File: src/rtl/button_event_ctrl.sv
// Arbitrates debounced buttons (lowest index wins) and emits press and hold-to-repeat
// key events on a valid/ready handshake, locking out other buttons until all are released.
module button_event_ctrl #(
    parameter int N_BTN         = 4,
    parameter int HOLD_CYCLES   = 8,
    parameter int REPEAT_CYCLES = 4
) (
    input  logic                     clk,
    input  logic                     rst,
    input  logic [N_BTN-1:0]         btn_db,
    input  logic                     evt_ready,
    output logic                     evt_valid,
    output logic [$clog2(N_BTN)-1:0] evt_idx,
    output logic                     evt_repeat,
    output logic                     busy
);

    localparam int IDX_W   = $clog2(N_BTN);
    localparam int MAX_CYC = (HOLD_CYCLES > REPEAT_CYCLES) ? HOLD_CYCLES : REPEAT_CYCLES;
    localparam int CNT_W   = $clog2(MAX_CYC + 1);
    localparam logic [CNT_W-1:0] HOLD_LAST   = CNT_W'(HOLD_CYCLES - 1);
    localparam logic [CNT_W-1:0] REPEAT_LAST = CNT_W'(REPEAT_CYCLES - 1);

    typedef enum logic [1:0] {
        IDLE    = 2'd0,
        HELD    = 2'd1,
        REPEAT  = 2'd2,
        RELEASE = 2'd3
    } state_t;

    state_t             state_q, state_d;
    logic [CNT_W-1:0]   cnt_q, cnt_d;
    logic [IDX_W-1:0]   owner_q, owner_d;
    logic               evt_valid_q, evt_valid_d;
    logic [IDX_W-1:0]   evt_idx_q, evt_idx_d;
    logic               evt_repeat_q, evt_repeat_d;

    logic               any_btn;
    logic               owner_held;
    logic [IDX_W-1:0]   lowest_idx;
    logic               gen_evt;
    logic               gen_repeat;
    logic [IDX_W-1:0]   gen_idx;

    function automatic logic [IDX_W-1:0] lowest_set(input logic [N_BTN-1:0] v);
        logic [IDX_W-1:0] r;
        r = '0;
        for (int i = N_BTN - 1; i >= 0; i--) begin
            if (v[i]) begin
                r = IDX_W'(i);
            end else begin
                r = r;
            end
        end
        return r;
    endfunction

    assign any_btn    = |btn_db;
    assign owner_held = btn_db[owner_q];
    assign lowest_idx = lowest_set(btn_db);

    assign evt_valid  = evt_valid_q;
    assign evt_idx    = evt_idx_q;
    assign evt_repeat = evt_repeat_q;
    assign busy       = (state_q != IDLE);

    // State, counter, owner and event payload registers; reset parks in RELEASE
    always_ff @(posedge clk) begin
        if (rst) begin
            state_q      <= RELEASE;
            cnt_q        <= '0;
            owner_q      <= '0;
            evt_valid_q  <= 1'b0;
            evt_idx_q    <= '0;
            evt_repeat_q <= 1'b0;
        end else begin
            state_q      <= state_d;
            cnt_q        <= cnt_d;
            owner_q      <= owner_d;
            evt_valid_q  <= evt_valid_d;
            evt_idx_q    <= evt_idx_d;
            evt_repeat_q <= evt_repeat_d;
        end
    end

    // Next-state logic; owner release takes priority over counter expiry
    always_comb begin
        state_d = state_q;
        case (state_q)
            IDLE: begin
                if (any_btn) state_d = HELD;
                else         state_d = IDLE;
            end
            HELD: begin
                if (!owner_held)            state_d = RELEASE;
                else if (cnt_q == HOLD_LAST) state_d = REPEAT;
                else                         state_d = HELD;
            end
            REPEAT: begin
                if (!owner_held) state_d = RELEASE;
                else             state_d = REPEAT;
            end
            RELEASE: begin
                if (any_btn) state_d = RELEASE;
                else         state_d = IDLE;
            end
            default: state_d = RELEASE;
        endcase
    end

    // Counter, owner capture, event generation and single-slot handshake
    always_comb begin
        cnt_d      = '0;
        owner_d    = owner_q;
        gen_evt    = 1'b0;
        gen_repeat = 1'b0;
        gen_idx    = owner_q;
        case (state_q)
            IDLE: begin
                owner_d = lowest_idx;
                gen_idx = lowest_idx;
                gen_evt = any_btn;
            end
            HELD: begin
                if (owner_held && (cnt_q == HOLD_LAST)) begin
                    gen_evt    = 1'b1;
                    gen_repeat = 1'b1;
                end else if (owner_held) begin
                    cnt_d = cnt_q + CNT_W'(1);
                end else begin
                    cnt_d = '0;
                end
            end
            REPEAT: begin
                if (owner_held && (cnt_q == REPEAT_LAST)) begin
                    gen_evt    = 1'b1;
                    gen_repeat = 1'b1;
                end else if (owner_held) begin
                    cnt_d = cnt_q + CNT_W'(1);
                end else begin
                    cnt_d = '0;
                end
            end
            RELEASE: cnt_d = '0;
            default: cnt_d = '0;
        endcase

        // A new event only lands when the slot is free or draining this cycle; otherwise it is dropped
        if (gen_evt && (!evt_valid_q || evt_ready)) begin
            evt_valid_d  = 1'b1;
            evt_idx_d    = gen_idx;
            evt_repeat_d = gen_repeat;
        end else if (evt_valid_q && evt_ready) begin
            evt_valid_d  = 1'b0;
            evt_idx_d    = evt_idx_q;
            evt_repeat_d = evt_repeat_q;
        end else begin
            evt_valid_d  = evt_valid_q;
            evt_idx_d    = evt_idx_q;
            evt_repeat_d = evt_repeat_q;
        end
    end

endmodule

File: config.mk
export PLATFORM = sky130hd
export DESIGN_NAME = button_event_ctrl
export DESIGN_NICKNAME = d
export VERILOG_FILES = /design/src/rtl/button_event_ctrl.sv
export SDC_FILE = /design/constraint.sdc
export NUM_CORES = 1
export LEC_CHECK = 0
export BUFFER_PORTS_ARGS = -buffer_cell sky130_fd_sc_hd__buf_4
export CORE_MARGIN = 2
export CORE_UTILIZATION = 52
export CTS_CLUSTER_DIAMETER = 40
export CTS_CLUSTER_SIZE = 14
export DETAILED_ROUTE_END_ITERATION = 10
export GPL_ROUTABILITY_DRIVEN = 0
export GPL_TIMING_DRIVEN = 1
export PLACE_DENSITY = 0.75
export RECOVER_POWER = 50
export SYNTH_ARGS = -nofsm -noshare
export SYNTH_HDL_FRONTEND = slang
export SYNTH_SLANG_ARGS = --single-unit
File: constraint.sdc
create_clock -name clk -period 2.23 [get_ports clk]
set_input_delay 0.3345 -clock clk [delete_from_list [all_inputs] [get_ports clk]]
set_output_delay 0.3345 -clock clk [all_outputs]
set_load 0.01 [all_outputs]
# After elaboration in Yosys (flattened, before gate mapping)
# Index checks and enable logic that the tools add are counted.
# Widths: inputs -> output; s select.
[totals] wordCells=46 output_inout_bits=5 regBits=12
[classes] reduce_logical=10 add_sub_neg=1 magnitude_cmp=1 n_eq_ne=5 mux=23
[ops] operator="$mux 2" n=8
[ops] operator="$mux 4" n=3
[ops] operator="$pmux 2 s4" n=1
[ops] operator="$pmux 4 s2" n=1
[ops] operator="$mux 1" n=7
[ops] operator="$add 4x1->4 const B" n=1
[ops] operator="$eq 2x2->1 const B" n=2
[ops] operator="$eq 4x2->1 const B" n=1
[ops] operator="$eq 4x3->1 const B" n=1
[ops] operator="$logic_and 1x1->1" n=4
[ops] operator="$reduce_bool 2->1" n=2
[ops] operator="$reduce_or 4->1" n=1
[ops] operator="$lt 2x3->1 const B" n=1
[ops] operator="$pmux 1 s3" n=1
[ops] operator="$bmux 1 s2" n=1
[ops] operator="$eq 2x1->1 const B" n=1
[ops] operator="$logic_not 2->1" n=1
[ops] operator="$pmux 1 s2" n=1
[ops] operator="$logic_not 1->1" n=1
[ops] operator="$logic_or 1x1->1" n=1

# Longest topological paths before layout
# Gate-level depths: netlist of the first run.
[logic_depth] depth_word=7 depth_mapped=6 mapped_depth_nobuf=6

# Worst setup path before layout of the first run
# OpenSTA, ideal clock, no wires.
[synth_timing] path_type="reg2reg" start="register state_q[1]" end="register evt_idx_q[0], in the netlist evt_idx[0]" synth_period_minus_slack_ps=1743 arrival_time_ps=1622 slack_ps=487 stages_incl_launch_ff=7 required_time_ps=2109 cell_sequence="dfxtp_1 -> inv_1 -> ha_1 -> mux2_2 -> a32oi_2 -> a211o_4 -> mux2_4"
[synth_between] elab_chain_cells=3
[synth_rtl] item="start: declaration" line_no="31" text="state_t state_q, state_d;"
[synth_rtl] item="start signal: assignment" line_no="77" text="state_q <= state_d;"
[synth_rtl] item="$eq 2x2->1, or another cell as far along" line_no="118" text="case (state_q)"
[synth_rtl] item="$pmux 1 s3" line_no="118"
[synth_rtl] item="$logic_and 1x1->1" line_no="149" text="if (gen_evt && (!evt_valid_q || evt_ready)) begin"
[synth_rtl] item="end signal: assignment" line_no="81" text="evt_idx_q <= evt_idx_d;"
[synth_rtl] item="end: declaration" line_no="35" text="logic [IDX_W-1:0] evt_idx_q, evt_idx_d;"
# Parallel ways exist; a longest one is shown, timed or not.
# A chain may end at the register's enable or synchronous reset.

# Worst setup path after layout of the first run
# Same ends and word-level chain as after synthesis.

==> impl_metrics.json, run 1 <==
{
  "outcome": "finished clean",
  "die_w_um": 40.7,
  "peakVddDrop_mv": 0.346,
  "finalPower_uw": 528,
  "antenna_found_initial": 0,
  "syn_inst": 71,
  "p_leak_nw": 0.346,
  "synthFlopType": "dfxtp_1",
  "hold_viol_final": 0,
  "nNetsFinal": 100,
  "yosysTopAreaCell": "dfxtp_1",
  "cts-resized-gates": 0,
  "synth.area.top_cells": "dfxtp_1 34%, ha_1 13%, nor2b_1 5.4%",
  "insertedDiodeCount": 0,
  "synth_top_area_share_pct": 34.3,
  "seq_area_um2": 240,
  "fin_worst_skew_ns": 0.00141,
  "rsz0062_at_grt": "no",
  "cts_hold_buf": 0,
  "async_reset_ff_share_pct": 0,
  "clk_latency_ns": 0.27,
  "syn_area_um2": 701,
  "final_area_um2": 806,
  "syn_nets": 85,
  "path_cells": "inv_1 -> ha_1 -> mux2_2 -> a32oi_2 -> a211o_4 -> mux2_4",
  "relSlewSlack_pct": 60.3,
  "vias_per_cell": 5.51,
  "wl_um": 1300,
  "p_per_area_nw_per_um2": 655,
  "port_buffers": 11,
  "cts-root-buf": "clkbuf_4",
  "cts_tree": "done",
  "drc": 0,
  "timing.final.crit_period_ns": 1.88,
  "yosysWarnings": 0,
  "start_util_pct": 54.5,
  "critPathLaunchType": "register",
  "first_pass_iters": 4,
  "avgSynthCellArea_um2": 9.87,
  "cts.sinks": 12,
  "grt_first_pass_wirelength_um": 2020,
  "crit_fanout": 7,
  "wire_per_inst_um": 13.2,
  "place_hpwl_um": 1020,
  "cp_slowest_cell": "dfxtp_1",
  "htreeDepth": 1,
  "ios": 12,
  "dr_total_vias": 545,
  "drive_above_1_share_pct": 20.2,
  "dieArea_um2": 1660,
  "path_buf_inv": 1,
  "path_clk_slew_ns": 0.07,
  "cts_inserted_buffers": 3,
  "cp_top_family": "multiplexers",
  "grt_usage_pct": 19.5,
  "grt_max_degree": 13,
  "hp-class": "in2reg",
  "die_h_um": 40.7,
  "required_ns": 2.40,
  "finalSetupViolations": 0,
  "fill_cells": 111,
  "cp_slowest_stage_delay_ns": 0.38,
  "yosysSeqAreaShare_pct": 34.3,
  "synth_cell_types": 32,
  "drv_cap": 0,
  "synth-seq-cells": 12,
  "rows": 13,
  "dr.first_iter.drc_count": 18,
  "cts_buffer_depth": 2,
  "timing.final.crit_share_pct": 84.2,
  "drv_slew": 0,
  "worst_slew_pin_slew_ns": 0.580,
  "areaGrowthSynthToFinish_pct": 15.0,
  "core_area_um2": 1280,
  "synth-edff-count": 0,
  "cts_setup_buffers": 0,
  "fmax_mhz": 532,
  "critical_path_class": "reg2reg",
  "grt-ovfl-total": 0,
  "fin_tns_setup_ns": 0,
  "first_global_vias": 471,
  "multiInputGateArea_um2": 442,
  "ant_nets": 0,
  "end_kind": "register",
  "post_dp_cell_area_um2": 798,
  "critPathArrivalTime_ns": 2.04
}
==> area by class of cell <==
| cell class | instances | share of cell area, % |
|---|---|---|
| Sequential cell | 12 | 29.8 |
| Inverter | 4 | 1.86 |
| Tap cell | 15 | 2.33 |
| Multi-Input combinational cell | 54 | 54.8 |
| Clock buffer | 3 | 2.80 |
| Timing Repair Buffer | 11 | 8.39 |
==> state kept, by name, indices dropped and copies added, names as in the netlist <==
name	count
evt_repeat	1
cnt_q	4
evt_idx	2
evt_valid	1
owner_q	2
state_q	2
==> cells in the mapped netlist, types with 2 or more instances <==
library cell	instances
dfxtp_1	12
ha_1	7
nor2b_1	6
nand2_1	5
inv_1	4
a21oi_1	3
nand3b_1	3
o21ai_0	3
and2_1	2
mux2_4	2
nor2_1	2
or4_1	2
==> layout by cell type, fill, tap and decap left out <==
cell and n:
buf_4 7, nand3b_1 3, nand4_1 1, nand2b_1 1, nor2b_1 6, o221ai_1 1
o21ai_0 3, mux4_2 1, inv_1 4, clkbuf_4 3, mux2i_1 1, a2111oi_0 1
mux2_4 2, a32oi_2 1, mux2_2 1, o31ai_1 1, a211o_4 1, nor2_1 2
clkbuf_1 4, and2b_1 1, xnor2_1 1, and2_1 2, ha_1 7, a21oi_1 3
and2b_2 1, nand3_1 1, nand2_1 5, o21a_1 1, nor3_1 1, a221oi_1 1
a31oi_1 1, or4_1 2, o21bai_1 1, dfxtp_1 12
==> routing by layer <==
layer | part of all wire (%) | vias up | global-route usage, % | wire, um
met1 | 51 | 248 | 28.1 | 663
li1 | - | 282 | - | -
met2 | 42 | 11 | 25.0 | 549
met4 | 1.8 | 0 | 10.0 | 24
met5 | 0 | - | 0 | 0
met3 | 5.1 | 4 | 6.52 | 67
==> path summary, 6_finish.rpt <==
| check | from | end | slack, ns | cells past startpoint |
|---|---|---|---|---|
| min reg2reg | cnt_q[0] | cnt_q[0] | 0.46 | 1 |
| min | rst | cnt_q[2] | 0.31 | 2 |
| max | state_q[1] | evt_idx[0] | 0.35 | 6 |
| max reg2reg | state_q[1] | evt_idx[0] | 0.35 | 6 |
==> report_power, final <==
part / leakage [nW] / total, mW / switching (mW) / internal (mW)
registers: 0.0970 / 0.241 / 0.0138 / 0.228
clock network: 0.0138 / 0.133 / 0.0702 / 0.0627
logic: 0.235 / 0.154 / 0.0851 / 0.0686
==> cell families (layout without fill, tap and decap cells) <==
family,after synthesis,after routing,synth area share [%]
simple gates,26,26,21.8
compound gates,15,15,17.0
flops,12,12,34.3
fa+ha+maj,7,7,12.5
mux,5,5,10.5
buf+inv,5,18,2.68
xor+xnor,1,1,1.25
==> stage by stage <==
stage | cells | worst slack, ns | hold slack [ns] | util [%]
2_1_floorplan | 71 | 0.487 | 0.421 | -
3_5_place_dp | 96 | 0.364 | 0.452 | 62.1
6_report | 99 | 0.352 | 0.314 | 62.7
4_1_cts | 99 | 0.354 | 0.319 | 63.9
3_3_place_gp | 96 | 0.370 | 0.443 | 62.1
5_1_grt | 99 | 0.250 | 0.339 | 62.7
No activity file was read; power rests on OpenSTA's default activity.
==> inputs of run 2 (changes only) <==
Settings changed: CORE_UTILIZATION 52 to 47, PLACE_DENSITY 0.75 to 0.71.
Clock period 2.23 ns to 1.52 ns, I/O delays scaled along.
==> run 2 against run 1 <==
Compared with the run above: the run now ends with setup timing left; sequential share of layout area fell by 6.8 points; combinational power rose to 3.0 times the previous value; critical path depth did not move; largest cell class unchanged; flip-flop and latch count did not move; non-clock buffer count rose by 19; die area rose by 9.6%; clock-buffer cell count rose by 1; clock power rose by 100%; global-route usage rose by 2.6 points; core utilization rose by 18 points.
==> impl_metrics.json, run 2 (synthesized netlist as in run 1, its figures left out) <==
{
  "dr.first_iter.drc_count": 16,
  "regMostFlops": "cnt_q",
  "outcome": "finished, violations left",
  "worst_slew_pin_slew_ns": 0.284,
  "fin_tns_setup_ns": -0.463,
  "final_common_cell": "buf_4",
  "hold_viol_final": 0,
  "post_dp_cell_area_um2": 932,
  "port_buffers": 11,
  "relSlewSlack_pct": 81.1,
  "wl_met2_um": 941,
  "dieArea_um2": 1820,
  "cts.sinks": 12,
  "core_area_um2": 1350,
  "path_clk_slew_ns": 0.09,
  "wl_um": 1920,
  "finalPower_mw": 1.11,
  "grt_usage_pct": 22.1,
  "p_per_area_nw_per_um2": 1020,
  "critical_path_class": "reg2reg",
  "peakVddDrop_mv": 0.687,
  "rrSetupSlack_ns": -0.18,
  "critPathArrivalTime_ns": 1.88,
  "critPathLaunchType": "register",
  "drv_cap": 0,
  "cts_hold_buf": 0,
  "fmax_mhz": 589,
  "violations": "setup timing",
  "grt_first_pass_wirelength_um": 3030,
  "clk_latency_ns": 0.28,
  "largest_reg_flops": 4,
  "hp-class": "in2reg",
  "p_leak_nw": 0.451,
  "cts_inserted_buffers": 3,
  "grt-ovfl-total": 0,
  "seq_area_um2": 249,
  "rows": 13,
  "wl_met1_um": 824,
  "rsz0062_at_grt": "yes",
  "first_global_vias": 686,
  "drv_slew": 0,
  "first_pass_iters": 4,
  "power.share.combinational_pct": 41.8,
  "required_ns": 1.70,
  "hold_slack_ns": 0.224,
  "antenna_found_initial": 0,
  "cts-root-buf": "clkbuf_4",
  "place_hpwl_um": 1250,
  "switching_share_pct": 34.4,
  "layout_common_cells": "24 x buf_4, 9 x dfxtp_1, 5 x nor2b_1",
  "p_int_uw": 726,
  "drc": 0,
  "start_util_pct": 51.9,
  "timing.final.crit_share_pct": 112,
  "highest_layer": "met4",
  "route.met3.wl_um": 77,
  "die_h_um": 42.6,
  "timing.final.crit_period_ns": 1.70,
  "htreeDepth": 1,
  "insertedDiodeCount": 0,
  "cts_buffer_depth": 2,
  "finalSetupViolations": 3,
  "dr_total_vias": 673,
  "pwr-share-clk_pct": 24.3,
  "vias_per_cell": 5.66,
  "fin_ws_ns": -0.177,
  "wire_per_inst_um": 16.1,
  "grt_max_degree": 13,
  "final_area_um2": 1080,
  "multiInputGateArea_um2": 542,
  "switchingPower_uw": 381,
  "ant_nets": 0,
  "nNetsFinal": 119,
  "areaGrowthSynthToFinish_pct": 54.6,
  "end_kind": "register",
  "drive_above_1_share_pct": 50.0,
  "p_seq_share_pct": 33.9,
  "fin_worst_skew_ns": 0.00569,
  "die_w_um": 42.6,
  "crit_fanout": 3,
  "ios": 12,
  "fill_cells": 100,
  "cts_tree": "done"
}
-- run 2: power groups by stage --
| stage | logic (mW) | clock network, mW | registers [mW] |
|---|---|---|---|
| floorplan | 0.169 | 0 | 0.358 |
| global placement | 0.298 | 0 | 0.355 |
| detailed placement | 0.301 | 0 | 0.357 |
| CTS | 0.371 | 0.267 | 0.368 |
| global route | 0.492 | 0.286 | 0.380 |
| finish | 0.463 | 0.269 | 0.375 |
-- run 2: worst paths after layout --
check                                start         end  cells after the start
worst max-delay path            state_q[0]  evt_idx[0]                      6
worst min-delay path                   rst  owner_q[1]                      2
worst max register to register  state_q[0]  evt_idx[0]                      6
worst min register to register  owner_q[1]  owner_q[1]                      2
-- run 2: layout make-up --
class	instances	area share, %
clock buffers	4	3.35
flip-flops and latches	12	23.0
well taps	15	1.73
multi-input cells	54	50.0
repair buffers	30	20.1
inverters	4	1.85
-- run 2: stage by stage --
step | setup slack [ns] | cells | utilization, %
detailed placement | -0.173 | 113 | 69.0
global route | -0.226 | 119 | 80.3
global placement | -0.132 | 113 | 69.0
CTS | -0.173 | 119 | 76.1
floorplan | -0.154 | 71 | -
finish | -0.177 | 119 | 80.3
-- run 2: what timing repair did --
action                     in CTS  in global routing
setup endpoints to repair       7                  9
buffers inserted                2                  1
pin swaps                       2                  5
gates resized for setup        13                 14
-- run 2: worst max-delay path: stages, from the launching register on --
cell and delay, ns:
dfxtp_4 0.39, inv_4 0.05, ha_4 0.15, mux2_4 0.29
a32oi_4 0.27, a211o_4 0.16, mux2_4 0.30
-- run 2: routing by layer --
metal  vias up  GRT usage [%]
met5         -              0
met4         0           6.88
met3         8           3.45
met2        24           38.5
met1       317           27.7
li1        324              -
==> inputs of run 3 (changes only) <==
Settings changed: SETUP_SLACK_MARGIN set to 0.1.
==> run 3 against run 2 <==
Compared with the run above: the run still ends with setup timing left; via count up 2.1%; register-to-register slack about the same; clock skew down 0.0031 ns; core utilization up 1.6 points; die area unchanged; power up 2.6%; global-route usage up 0.62 points; sequential share of layout area down 0.44 points; worst setup slack better by 0.014 ns; design area up 2.0%.
==> impl_metrics.json, run 3 (synthesized netlist as in run 1, its figures left out) <==
{
  "outcome": "finished, violations left",
  "violations": "setup timing",
  "cts_inserted_buffers": 3,
  "die_h_um": 42.6,
  "final_cell_count_no_fill": 118,
  "first_pass_iters": 4,
  "start_util_pct": 51.9,
  "post_dp_cell_area_um2": 932,
  "cts_buffer_depth": 2,
  "hold_slack_ns": 0.230,
  "dieArea_um2": 1820,
  "highest_layer": "met4",
  "rsz0062_at_grt": "yes",
  "wl_met1_um": 838,
  "critPathLaunch": "state_q[0]",
  "end_kind": "register",
  "drc": 0,
  "fin_worst_skew_ns": 0.00257,
  "finalSetupViolations": 5,
  "finalPower_mw": 1.14,
  "antenna_found_initial": 0,
  "drv_cap": 0,
  "rrSetupSlack_ns": -0.16,
  "final_area_um2": 1100,
  "layout_common_cells": "22 x buf_4, 9 x dfxtp_1, 5 x nor2b_1",
  "critPathLaunchType": "register",
  "timing.final.crit_period_ns": 1.68,
  "crit_fanout": 3,
  "critical_path_class": "reg2reg",
  "p_leak_nw": 0.449,
  "largest_reg_flops": 4,
  "relSlewSlack_pct": 80.9,
  "die_w_um": 42.6,
  "cts_hold_buf": 0,
  "port_buffers": 11,
  "fill_cells": 95,
  "dr.first_iter.drc_count": 42,
  "fin_util_pct": 81.8,
  "min_from": "rst",
  "path_clk_slew_ns": 0.08,
  "final_common_cell": "buf_4",
  "wire_per_inst_um": 17.3,
  "dr_total_vias": 687,
  "rows": 13,
  "critPathArrivalTime_ns": 1.86,
  "worst_slew_pin_slew_ns": 0.287,
  "clk_latency_ns": 0.28,
  "wl_um": 2040,
  "fin_ws_ns": -0.163,
  "regMostFlops": "cnt_q",
  "htreeDepth": 1,
  "place_hpwl_um": 1250,
  "hp-class": "in2reg",
  "ant_nets": 0,
  "insertedDiodeCount": 0,
  "timing.final.crit_share_pct": 111,
  "cts.sinks": 12,
  "grt_usage_pct": 22.7,
  "ios": 12,
  "fmax_mhz": 594,
  "r2r-start": "state_q[0]",
  "grt-ovfl-total": 0,
  "required_ns": 1.70,
  "route.met3.wl_um": 119,
  "drive_above_1_share_pct": 53.4,
  "first_global_vias": 679,
  "hold_viol_final": 0,
  "nNetsFinal": 118,
  "areaGrowthSynthToFinish_pct": 57.7,
  "cts_tree": "done",
  "core_area_um2": 1350,
  "vias_per_cell": 5.82,
  "dp_cells": 113,
  "grt_max_degree": 13,
  "peakVddDrop_mv": 0.681,
  "wl_met2_um": 1010,
  "drv_slew": 0,
  "p_per_area_nw_per_um2": 1030,
  "cts-root-buf": "clkbuf_4",
  "grt_first_pass_wirelength_um": 3080
}
[run 3: changes by cell type in the layout (fill, tap and decap cells not counted), sizes merged]
cell	previous run	this run
buf	26	25
[run 3: layout make-up]
| type | count | area [um2] | area share (%) |
|---|---|---|---|
| multi-input combinational | 54 | 567 | 51.3 |
| sequential | 12 | 249 | 22.5 |
| timing repair buffer | 29 | 214 | 19.4 |
| clock buffer | 4 | 36.3 | 3.28 |
| inverter | 4 | 20.0 | 1.81 |
| tap | 15 | 18.8 | 1.70 |
[run 3: worst max-delay path: stages, from the launching register on]
cell and delay [ns]:
dfxtp_4 0.38, inv_4 0.05, ha_4 0.15, mux2_4 0.29, a32oi_4 0.25, a211o_4 0.16, mux2_4 0.30
[run 3: through the flow]
stage                     setup slack [ns]  setup TNS, ns
after floorplan                     -0.154         -0.307
after detailed placement            -0.173         -0.579
final                               -0.163         -0.444
after global placement              -0.132         -0.532
after global routing                -0.215         -0.861
after CTS                           -0.173         -0.484
[run 3: metal layers]
metal  GRT usage (%)  up-vias
met5               0        -
met1            28.7      321
met4            6.88        0
li1                -      321
met3            3.45       10
met2            39.4       35
[run 3: worst paths after layout]
| kind | to | depth (start not counted) |
|---|---|---|
| setup / recovery | evt_idx[0] | 6 |
| hold / removal | owner_q[1] | 2 |
| setup reg to reg | evt_idx[0] | 6 |
| hold reg to reg | owner_q[1] | 2 |
[run 3: repair_timing]
action / CTS / global route
resized for setup: 14 / 19
pin swaps: 2 / 5
gates cloned: 0 / 0
hold endpoints to repair: 0 / 0
buffers inserted: 2 / 1
setup endpoints to repair: 10 / 12
[run 3: power breakdown]
group | internal, mW | switching, mW | total, mW | leakage [nW]
combinational | 0.247 | 0.248 | 0.495 | 0.331
sequential | 0.343 | 0.0315 | 0.374 | 0.0975
clock | 0.146 | 0.121 | 0.267 | 0.0210
